### src/rtl/imem_boot_if.sv
// Loader handshake, fetch path and instruction-memory port of the boot controller.
// The controller takes the master modport; the loader/core/memory side takes slave.
interface imem_boot_if #(
  parameter int ADDR_W = 5
);
  logic              load_valid;
  logic              load_ready;
  logic [31:0]       load_data;
  logic              load_last;
  logic              reload_req;
  logic [31:0]       PCF;
  logic [31:0]       instruction;
  logic              core_stall;
  logic              fetch_fault;
  logic              load_err;
  logic [ADDR_W:0]   word_count;
  logic              mem_we;
  logic [ADDR_W-1:0] mem_waddr;
  logic [31:0]       mem_wdata;
  logic [ADDR_W-1:0] mem_raddr;
  logic [31:0]       mem_rdata;

  modport master (
    input  load_valid, load_data, load_last, reload_req, PCF, mem_rdata,
    output load_ready, instruction, core_stall, fetch_fault, load_err,
           word_count, mem_we, mem_waddr, mem_wdata, mem_raddr
  );

  modport slave (
    output load_valid, load_data, load_last, reload_req, PCF, mem_rdata,
    input  load_ready, instruction, core_stall, fetch_fault, load_err,
           word_count, mem_we, mem_waddr, mem_wdata, mem_raddr
  );
endinterface

### src/rtl/imem_boot_ctrl.sv
// Instruction-memory boot controller: streams a program into memory while the
// core is stalled, then serves zero-latency word fetches from PCF.
module imem_boot_ctrl #(
  parameter int          DEPTH    = 32,
  parameter int          ADDR_W   = 5,
  parameter logic [31:0] NOP_WORD = 32'h0000_0013
) (
  input  logic         clk,
  input  logic         rst_n,
  imem_boot_if.master  bus
);

  localparam logic [1:0] S_LOAD = 2'd0;
  localparam logic [1:0] S_DONE = 2'd1;
  localparam logic [1:0] S_RUN  = 2'd2;

  logic [1:0]        r_state;
  logic [ADDR_W-1:0] r_wr_ptr;
  logic [ADDR_W:0]   r_word_count;
  logic              r_load_err;

  logic w_in_load;
  logic w_in_run;
  logic w_xfer;
  logic w_last_slot;
  logic w_pc_bad;
  logic w_fault;

  assign w_in_load   = (r_state == S_LOAD);
  assign w_in_run    = (r_state == S_RUN);
  // rst_n gates the write so an asserted reset never leaks a write to memory
  assign w_xfer      = rst_n & w_in_load & bus.load_valid;
  assign w_last_slot = (r_wr_ptr == ADDR_W'(DEPTH - 1));
  assign w_pc_bad    = (|bus.PCF[1:0]) | (bus.PCF >= 32'(4 * DEPTH));
  assign w_fault     = w_in_run & w_pc_bad;

  always_ff @(posedge clk or negedge rst_n) begin
    if (!rst_n) begin
      r_state      <= S_LOAD;
      r_wr_ptr     <= '0;
      r_word_count <= '0;
      r_load_err   <= 1'b0;
    end else begin
      case (r_state)
        S_LOAD: begin
          if (w_xfer) begin
            r_wr_ptr     <= r_wr_ptr + 1'b1;
            r_word_count <= r_word_count + 1'b1;
            if (bus.load_last) begin
              r_state <= S_DONE;
            end else if (w_last_slot) begin
              // memory full without an end marker: stop rather than wrap
              r_state    <= S_DONE;
              r_load_err <= 1'b1;
            end
          end
        end
        S_DONE: r_state <= S_RUN;
        S_RUN: begin
          if (bus.reload_req) begin
            r_state      <= S_LOAD;
            r_wr_ptr     <= '0;
            r_word_count <= '0;
            r_load_err   <= 1'b0;
          end
        end
        default: r_state <= S_LOAD;
      endcase
    end
  end

  assign bus.load_ready  = w_in_load;
  assign bus.core_stall  = ~w_in_run;
  assign bus.mem_we      = w_xfer;
  assign bus.mem_waddr   = r_wr_ptr;
  assign bus.mem_wdata   = bus.load_data;
  assign bus.mem_raddr   = w_in_run ? bus.PCF[ADDR_W+1:2] : '0;
  assign bus.fetch_fault = w_fault;
  assign bus.instruction = (w_in_run & ~w_fault) ? bus.mem_rdata : NOP_WORD;
  assign bus.word_count  = r_word_count;
  assign bus.load_err    = r_load_err;

endmodule

### src/flat_wrapper.sv
// flat-port wrapper written by rule: the top's interface ports become plain ports
module imem_boot_ctrl_flat 
#(
  parameter int          DEPTH    = 32,
  parameter int          ADDR_W   = 5,
  parameter logic [31:0] NOP_WORD = 32'h0000_0013
)
  (clk, rst_n, bus_load_valid, bus_load_data, bus_load_last, bus_reload_req, bus_PCF, bus_mem_rdata, bus_load_ready, bus_instruction, bus_core_stall, bus_fetch_fault, bus_load_err, bus_word_count, bus_mem_we, bus_mem_waddr, bus_mem_wdata, bus_mem_raddr);
  imem_boot_if #(.ADDR_W(ADDR_W)) bus_i ();
  input  logic clk;
  input  logic rst_n;
  input wire logic [$bits(bus_i.load_valid)-1:0] bus_load_valid;
  input wire logic [$bits(bus_i.load_data)-1:0] bus_load_data;
  input wire logic [$bits(bus_i.load_last)-1:0] bus_load_last;
  input wire logic [$bits(bus_i.reload_req)-1:0] bus_reload_req;
  input wire logic [$bits(bus_i.PCF)-1:0] bus_PCF;
  input wire logic [$bits(bus_i.mem_rdata)-1:0] bus_mem_rdata;
  output wire logic [$bits(bus_i.load_ready)-1:0] bus_load_ready;
  output wire logic [$bits(bus_i.instruction)-1:0] bus_instruction;
  output wire logic [$bits(bus_i.core_stall)-1:0] bus_core_stall;
  output wire logic [$bits(bus_i.fetch_fault)-1:0] bus_fetch_fault;
  output wire logic [$bits(bus_i.load_err)-1:0] bus_load_err;
  output wire logic [$bits(bus_i.word_count)-1:0] bus_word_count;
  output wire logic [$bits(bus_i.mem_we)-1:0] bus_mem_we;
  output wire logic [$bits(bus_i.mem_waddr)-1:0] bus_mem_waddr;
  output wire logic [$bits(bus_i.mem_wdata)-1:0] bus_mem_wdata;
  output wire logic [$bits(bus_i.mem_raddr)-1:0] bus_mem_raddr;
  assign bus_i.load_valid = bus_load_valid;
  assign bus_i.load_data = bus_load_data;
  assign bus_i.load_last = bus_load_last;
  assign bus_i.reload_req = bus_reload_req;
  assign bus_i.PCF = bus_PCF;
  assign bus_i.mem_rdata = bus_mem_rdata;
  assign bus_load_ready = bus_i.load_ready;
  assign bus_instruction = bus_i.instruction;
  assign bus_core_stall = bus_i.core_stall;
  assign bus_fetch_fault = bus_i.fetch_fault;
  assign bus_load_err = bus_i.load_err;
  assign bus_word_count = bus_i.word_count;
  assign bus_mem_we = bus_i.mem_we;
  assign bus_mem_waddr = bus_i.mem_waddr;
  assign bus_mem_wdata = bus_i.mem_wdata;
  assign bus_mem_raddr = bus_i.mem_raddr;
  imem_boot_ctrl #(.DEPTH(DEPTH), .ADDR_W(ADDR_W), .NOP_WORD(NOP_WORD)) u_core (.clk(clk), .rst_n(rst_n), .bus(bus_i));
endmodule
### config.mk
export PLATFORM = sky130hd
export DESIGN_NAME = imem_boot_ctrl_flat
export DESIGN_NICKNAME = d
export VERILOG_FILES = /design/src/rtl/imem_boot_if.sv /design/src/rtl/imem_boot_ctrl.sv /design/src/flat_wrapper.sv
export SDC_FILE = /design/constraint.sdc
export NUM_CORES = 1
export LEC_CHECK = 0
export ABC_AREA = 1
export CAP_MARGIN = 20
export CORE_ASPECT_RATIO = 2
export CORE_MARGIN = 2
export CORE_UTILIZATION = 27
export CTS_CLUSTER_DIAMETER = 120
export DETAILED_ROUTE_END_ITERATION = 6
export PLACE_DENSITY_LB_ADDON = 0.05
export SLEW_MARGIN = 20
export SYNTH_ARGS = -nofsm -noshare
export SYNTH_HDL_FRONTEND = slang
export SYNTH_SLANG_ARGS = --single-unit
### constraint.sdc
create_clock -name clk -period 1.91 [get_ports clk]
set_clock_uncertainty 0.1 [all_clocks]
set_input_delay 0.382 -clock clk [delete_from_list [all_inputs] [get_ports clk]]
set_output_delay 0.382 -clock clk [all_outputs]
set_load 0.01 [all_outputs]
# [After elaboration in Yosys (flattened, before gate mapping)]
# Index checks and enable logic that the tools add are counted.
[word_totals] register_bits=14 inputBits=101 elab_cells=46 output_inout_bits=85
[op_classes] n_lt_le_gt_ge=1 eq_ne=8 reduce_logical=6 n_mux=18 n_bitwise=7 addsub=2
[ops] cell="greater-or-equal comparator 32 x 8 -> 1 bit, second input constant" n=1
[ops] cell="2-to-1 mux 32 bit" n=1
[ops] cell="2-to-1 mux 5 bit" n=3
[ops] cell="2-to-1 mux 6 bit" n=2
[ops] cell="case mux 6 bit (2 select lines)" n=1
[ops] cell="case mux 5 bit (2 select lines)" n=1
[ops] cell="2-to-1 mux 2 bit" n=4
[ops] cell="!= test 2 bit, second input constant" n=4
[ops] cell="adder 6 x 1 -> 6 bit, second input constant" n=1
[ops] cell="case mux 2 bit (3 select lines)" n=1
[ops] cell="AND reduction 3 bit" n=2
[ops] cell="adder 5 x 1 -> 5 bit, second input constant" n=1
[ops] cell="equality test 5 bit, second input constant" n=1
[ops] cell="AND reduction 5 bit" n=1
[ops] cell="AND 1 bit" n=4
[ops] cell="2-to-1 mux 1 bit" n=4
[ops] cell="!= test 3 bit, second input constant" n=1
[ops] cell="equality test 2 x 1 -> 1 bit, second input constant" n=1
[ops] cell="equality test 2 bit, second input constant" n=1
[ops] cell="logical NOT 2 bit" n=1
[ops] cell="NOT 1 bit" n=2
[ops] cell="case mux 1 bit (2 select lines)" n=1
[ops] cell="nonzero test 2 bit" n=1
[ops] cell="OR reduction 2 bit" n=1
[ops] cell="bitwise OR 1 bit" n=1

# [Logic depth before layout (Yosys ltp)]
[depth] word_depth=6 ltp_mapped=9 depth_no_buf=8

# [Least setup slack after synthesis]
# Ideal clock, no wire load.
[synth_path] path_type="input port to output port" start="input bus_PCF[16]" end="output bus_instruction[21]" n_path_buf=2 arrival_ps=1203 required_time_ps=1428 path_slack_ps=225 path_stages=9 cell_sequence="inv_1 > nand2_1 > nor2_1 > nand2_1 > nor2_1 > nand3_1 > buf_6 > buf_12 > nor2_4"
[synth_between] elab_chain_len=6
[synth_lines] item="from (decl)" line="flat_wrapper.sv:16" source="input wire logic [$bits(bus_i.PCF)-1:0] bus_PCF;"
[synth_lines] item="greater-or-equal comparator 32 x 8 -> 1 bit" line="imem_boot_ctrl.sv:34" source="assign w_pc_bad = (|bus.PCF[1:0]) | (bus.PCF >= 32'(4 * DEPTH));"
[synth_lines] item="bitwise OR 1 bit" line="imem_boot_ctrl.sv:34"
[synth_lines] item="AND 1 bit" line="imem_boot_ctrl.sv:35" source="assign w_fault = w_in_run & w_pc_bad;"
[synth_lines] item="NOT 1 bit" line="imem_boot_ctrl.sv:79" source="assign bus.instruction = (w_in_run & ~w_fault) ? bus.mem_rdata : NOP_WORD;"
[synth_lines] item="AND 1 bit" line="imem_boot_ctrl.sv:79"
[synth_lines] item="2-to-1 mux 32 bit" line="imem_boot_ctrl.sv:79"
[synth_lines] item="to (decl)" line="flat_wrapper.sv:19" source="output wire logic [$bits(bus_i.instruction)-1:0] bus_instruction;"
# No other way between the ends.

# [Final worst setup path]
[layout_path] start="input bus_PCF[0]" end="output bus_instruction[17]"
[layout_between] elab_chain_len=6 elab_cells_between_ends=7 cone_classes="order compare (1); mux (1); bitwise (4); reduce/logical (1)"
[layout_lines] item="greater-or-equal comparator 32 x 8 -> 1 bit / OR reduction 2 bit (equally long branches)" line="imem_boot_ctrl.sv:34"
[layout_lines] item="bitwise OR 1 bit *" line="imem_boot_ctrl.sv:34"
[layout_lines] item="AND 1 bit *" line="imem_boot_ctrl.sv:35"
[layout_lines] item="NOT 1 bit *" line="imem_boot_ctrl.sv:79"
[layout_lines] item="AND 1 bit *" line="imem_boot_ctrl.sv:79"
[layout_lines] item="2-to-1 mux 32 bit *" line="imem_boot_ctrl.sv:79"
# Mark *: on every way between the ends. The rest lies on a longest branch, timed or not.

==> results by group <==
Die
  • X dimension of the die: 57.3 um
  • Initial cell density of the core: between 20 and 30%
  • Standard-cell rows: 38
  • Die Y-Extent: roughly 110 um
  • Core Footprint: about 5500 um^2
  • Die footprint: approximately 6300 um^2
  • I/O Pins: around 190

Route
  • Drt wl/cell: ~14 um
  • Initial detailed-routing violation count: 22
  • Detail Route Antenna Nets: 0
  • Vias: 1834
  • Routed vias/inst: between 4 and 5
  • Iteration count of the initial detailed-routing pass: 4
  • Post-detailed-route DRC marker count: 0
  • Wirelength, routed: between 5 and 6 mm

CTS
  • Clock tree from TritonCTS: done
  • Sink count of the clock tree: 14
  • Clock network latency to the later pin of the worst-skew pair: 0.25 ns
  • CTS clk-pin slew, worst paths: roughly 0.06 ns
  • Clock root buffer master: sky130_fd_sc_hd__clkbuf_8
  • Number of buffers created by CTS: 3
  • Number of levels in the clock H-tree: 1
  • Clock buffer depth: 2

Placement
  • Pre-CTS setup slack: -0.849 ns
  • Number of placed instances, taps included: between 400 and 500
  • Final estimated routing congestion in global placement: ~0.75
  • Port bufs: 121
  • Placed wire-length estimate after detailed placement: about 4.5 mm

Logic synthesis
  • Library cell with the largest summed area after synthesis: sky130_fd_sc_hd__dfrtp_1
  • Post-Synthesis Mean Instance Area: roughly 6.3 um^2
  • Warnings, synthesis: 0
  • Most common cell in the synthesized netlist: sky130_fd_sc_hd__inv_1
  • Share of Yosys cell area claimed by the top area cell type: a little under a quarter
  • Most common library cells after synthesis: sky130_fd_sc_hd__inv_1 (66), sky130_fd_sc_hd__nor2_1 (46), sky130_fd_sc_hd__nand2_1 (33), sky130_fd_sc_hd__buf_4 (32), sky130_fd_sc_hd__dfrtp_1 (14)
  • Synthesis-stage register bit count: 14
  • Post-synthesis instance area: 1530 um^2
  • Sequential element share of the synthesized area: 22.9%
  • Synth Net Count: about 350
  • Gate count of the mapped netlist: 242
  • Post-synth cell types: 23
  • Top cells by area, synth: sky130_fd_sc_hd__dfrtp_1 (23%), sky130_fd_sc_hd__inv_1 (16%), sky130_fd_sc_hd__buf_4 (16%), sky130_fd_sc_hd__nor2_1 (11%), sky130_fd_sc_hd__nand2_1 (8.1%)
  • Fraction of synthesis flops using an asynchronous set or reset pin: 100%
  • Top FF cell, synth: sky130_fd_sc_hd__dfrtp_1
  • Number of enable-type register cells in the synthesized netlist: 0

Timing
  • RSZ-0062 raised after global routing: yes
  • Share of the cycle needed by the critical path after routing: 105%
  • Tmin final: about 2.0 ns
  • Worst Max-Slew Pin Slew: between 0.2 and 0.25 ns
  • Setup violations, final: 28
  • Highest clock rate: a little under 0.5 GHz
  • Final setup slack of the worst path: -0.101 ns
  • Final count of pins violating max slew: 0
  • Headroom to the max-slew limit: 86.6%
  • Setup total negative slack: -1.86 ns
  • Final hold violation count: 0

Worst setup path
  • Reg2Reg Setup Slack: 0.33 ns
  • Logic depth of the worst register-to-register path: 9
  • Reg2Reg Launch Point: u_core.r_state[1]$_DFFE_PN0P_
  • Type of origin of the critical path: input port
  • Worst endpoint data arrival time: between 1.5 and 2 ns
  • Reg-to-reg critical path endpoint: u_core.bus.word_count[1]$_DFFE_PN0P_
  • Largest fanout on the critical path: 6
  • Required time of the worst setup path: around 1.4 ns
  • CP Cell Sequence: buf_6 > inv_2 > nand2_2 > nor2_4 > nand2_2 > nor2_4 > nand3_4 > buf_12 > buf_12 > nor2_4 > buf_6
  • Maximum cell stage delay along the critical path: roughly 0.15 ns
  • Dominant delay contributor by cell family on the critical path: simple AND/OR/NAND/NOR gates
  • Master of the slowest instance on the critical path: sky130_fd_sc_hd__buf_12
  • Critical path type: input port to primary output
  • Critical Path Sink Type: primary output
  • Number of buffers and inverters on the critical path: 5
  • Most repeated library cell on the critical path: sky130_fd_sc_hd__nor2_4

Global routing
  • Antenna violations before repair: 0
  • Via count of the first global-routing pass: 1733
  • Overall fraction of global-route tracks in use: around 17%
  • Total grt overflow: 0
  • Largest net degree at the start of global routing: 15
  • Wire length of the first global-routing pass: around 8.5 mm

Min path
  • Hold crit path type: input port to async pin

Power
  • Power per unit of standard cell area: around 470 nW/um^2
  • Total power consumption of the routed design: ~1400 uW
  • Static leakage: approximately 0.0016 uW
  • IR drop worst, VDD: around 0.67 mV

Cells and area
  • FF/Latch Area: 350 um^2
  • ANT cells: 0
  • Number of filler instances in the final layout: 536
  • NumNets Final: 464
  • Multi-input gate area in the final layout: 878 um^2
  • Fraction of layout instances using a drive strength above 1: between 40% and 50%
  • Area growth from synthesis to layout: 99.4%
  • Non-filler cells, final: between 400 and 500

Outcome
  • Violated checks: setup timing
  • Outcome: complete, but fails checks

Job
  • Maximum capacitance violations: 0
## layout by cell type, fill, tap and decap left out
| cell | synthesis | layout |
|---|---|---|
| sky130_fd_sc_hd__buf_4 | 32 | 18 |
| sky130_fd_sc_hd__ha_1 | 3 | 3 |
| sky130_fd_sc_hd__dlygate4sd2_1 | 0 | 9 |
| sky130_fd_sc_hd__nand2_1 | 33 | 22 |
| sky130_fd_sc_hd__buf_2 | 1 | 21 |
| sky130_fd_sc_hd__buf_16 | 0 | 2 |
| sky130_fd_sc_hd__clkdlybuf4s50_1 | 0 | 52 |
| sky130_fd_sc_hd__a22o_1 | 2 | 2 |
| sky130_fd_sc_hd__buf_6 | 1 | 37 |
| sky130_fd_sc_hd__buf_12 | 1 | 3 |
| sky130_fd_sc_hd__nor2_1 | 46 | 19 |
| sky130_fd_sc_hd__clkbuf_2 | 0 | 2 |
| sky130_fd_sc_hd__inv_1 | 66 | 55 |
| sky130_fd_sc_hd__nand4_1 | 2 | 2 |
| sky130_fd_sc_hd__clkinv_4 | 0 | 1 |
| sky130_fd_sc_hd__o2bb2ai_1 | 1 | 1 |
| sky130_fd_sc_hd__buf_8 | 0 | 2 |
| sky130_fd_sc_hd__nand3_1 | 9 | 5 |
| sky130_fd_sc_hd__nand3b_1 | 2 | 2 |
| sky130_fd_sc_hd__inv_2 | 2 | 13 |
| sky130_fd_sc_hd__nor2_2 | 3 | 8 |
| sky130_fd_sc_hd__xnor2_1 | 1 | 1 |
| sky130_fd_sc_hd__nand2_2 | 2 | 13 |
| sky130_fd_sc_hd__nand3_4 | 0 | 1 |
| sky130_fd_sc_hd__a21oi_1 | 5 | 5 |
| sky130_fd_sc_hd__clkdlybuf4s15_1 | 0 | 2 |
| sky130_fd_sc_hd__xor2_1 | 1 | 1 |
| sky130_fd_sc_hd__clkbuf_8 | 0 | 4 |
| sky130_fd_sc_hd__o21ai_0 | 3 | 3 |
| sky130_fd_sc_hd__dfrtp_1 | 14 | 14 |
| sky130_fd_sc_hd__nor2_4 | 11 | 33 |
| sky130_fd_sc_hd__nand3_2 | 0 | 3 |
## state kept, by name, indices dropped and copies added, names as in the netlist
register,flops
u_core.r_state,2
u_core.bus.load_err,1
u_core.bus.mem_waddr,5
u_core.bus.word_count,6
## repair_timing
item	in CTS	in global routing
hold buffers	0	0
endpoints found under the hold margin	0	0
resized for setup	289	55
gates cloned	2	0
setup endpoints to repair	41	33
buffers inserted	8	3
pin swaps	32	24
## power breakdown
group / leakage (uW) / total (uW) / internal [uW] / switching [uW]
sequential: 0.000183 / 480 / 378 / 102
clock: 0.0000288 / 293 / 183 / 110
combinational: 0.00137 / 653 / 380 / 273
## logic make-up (layout without fill, tap and decap cells)
kind of cell	Yosys count	count (layout)	synth area share, %
AOI/OAI and AO/OA	11	11	4.33
DFF	14	14	22.9
adders and majority gates	3	3	2.45
xor gates and xnor gates	2	2	1.14
buffers and inverters	104	221	35.0
and+or+nand+nor	108	108	34.2
## worst register-to-register path: stages, from the launching register on
cell	delay [ns]
sky130_fd_sc_hd__dfrtp_1	0.39
sky130_fd_sc_hd__inv_2	0.08
sky130_fd_sc_hd__nor2_4	0.04
sky130_fd_sc_hd__buf_6	0.11
sky130_fd_sc_hd__buf_4	0.12
sky130_fd_sc_hd__buf_4	0.14
sky130_fd_sc_hd__nand2_1	0.09
sky130_fd_sc_hd__nand2_2	0.13
sky130_fd_sc_hd__buf_4	0.17
sky130_fd_sc_hd__o21ai_0	0.13
## worst max-delay path by stage
stage	depth (start not counted)	to	slack (ns)	start
floorplan	9	bus_instruction[21]	0.23	bus_PCF[16]
global placement	10	bus_instruction[17]	-0.86	bus_PCF[1]
detailed placement	10	bus_instruction[17]	-0.85	bus_PCF[1]
CTS	11	bus_instruction[17]	-0.14	bus_PCF[20]
global route	11	bus_instruction[9]	-0.17	bus_PCF[0]
finish	11	bus_instruction[17]	-0.10	bus_PCF[0]
## layer usage
layer | up-vias | global-route usage [%] | wire length (um)
met5 | - | 0 | 0
met4 | 0 | 5.27 | 83
met3 | 7 | 5.62 | 593
met2 | 103 | 33.5 | 3210
met1 | 825 | 16.0 | 1850
li1 | 899 | - | -
## stage by stage
| step | hold WS, ns | area (um^2) | utilization (%) |
|---|---|---|---|
| 3_3_place_gp | 0.378 | 2660 | 48.7 |
| 4_1_cts | 0.229 | 2860 | 52.3 |
| 6_report | 0.186 | 3050 | 55.9 |
| 3_5_place_dp | 0.384 | 2660 | 48.7 |
| 2_1_floorplan | -0.0136 | 1530 | - |
| 5_1_grt | 0.240 | 3050 | 55.9 |
## cell type report
type	count	share of cell area, %
clock buffers	4	1.80
inverters	69	8.64
multi-input cells	124	28.8
flip-flops and latches	14	11.5
well taps	60	2.46
repair buffers	148	46.9
Power figures use the tool's default switching activity.
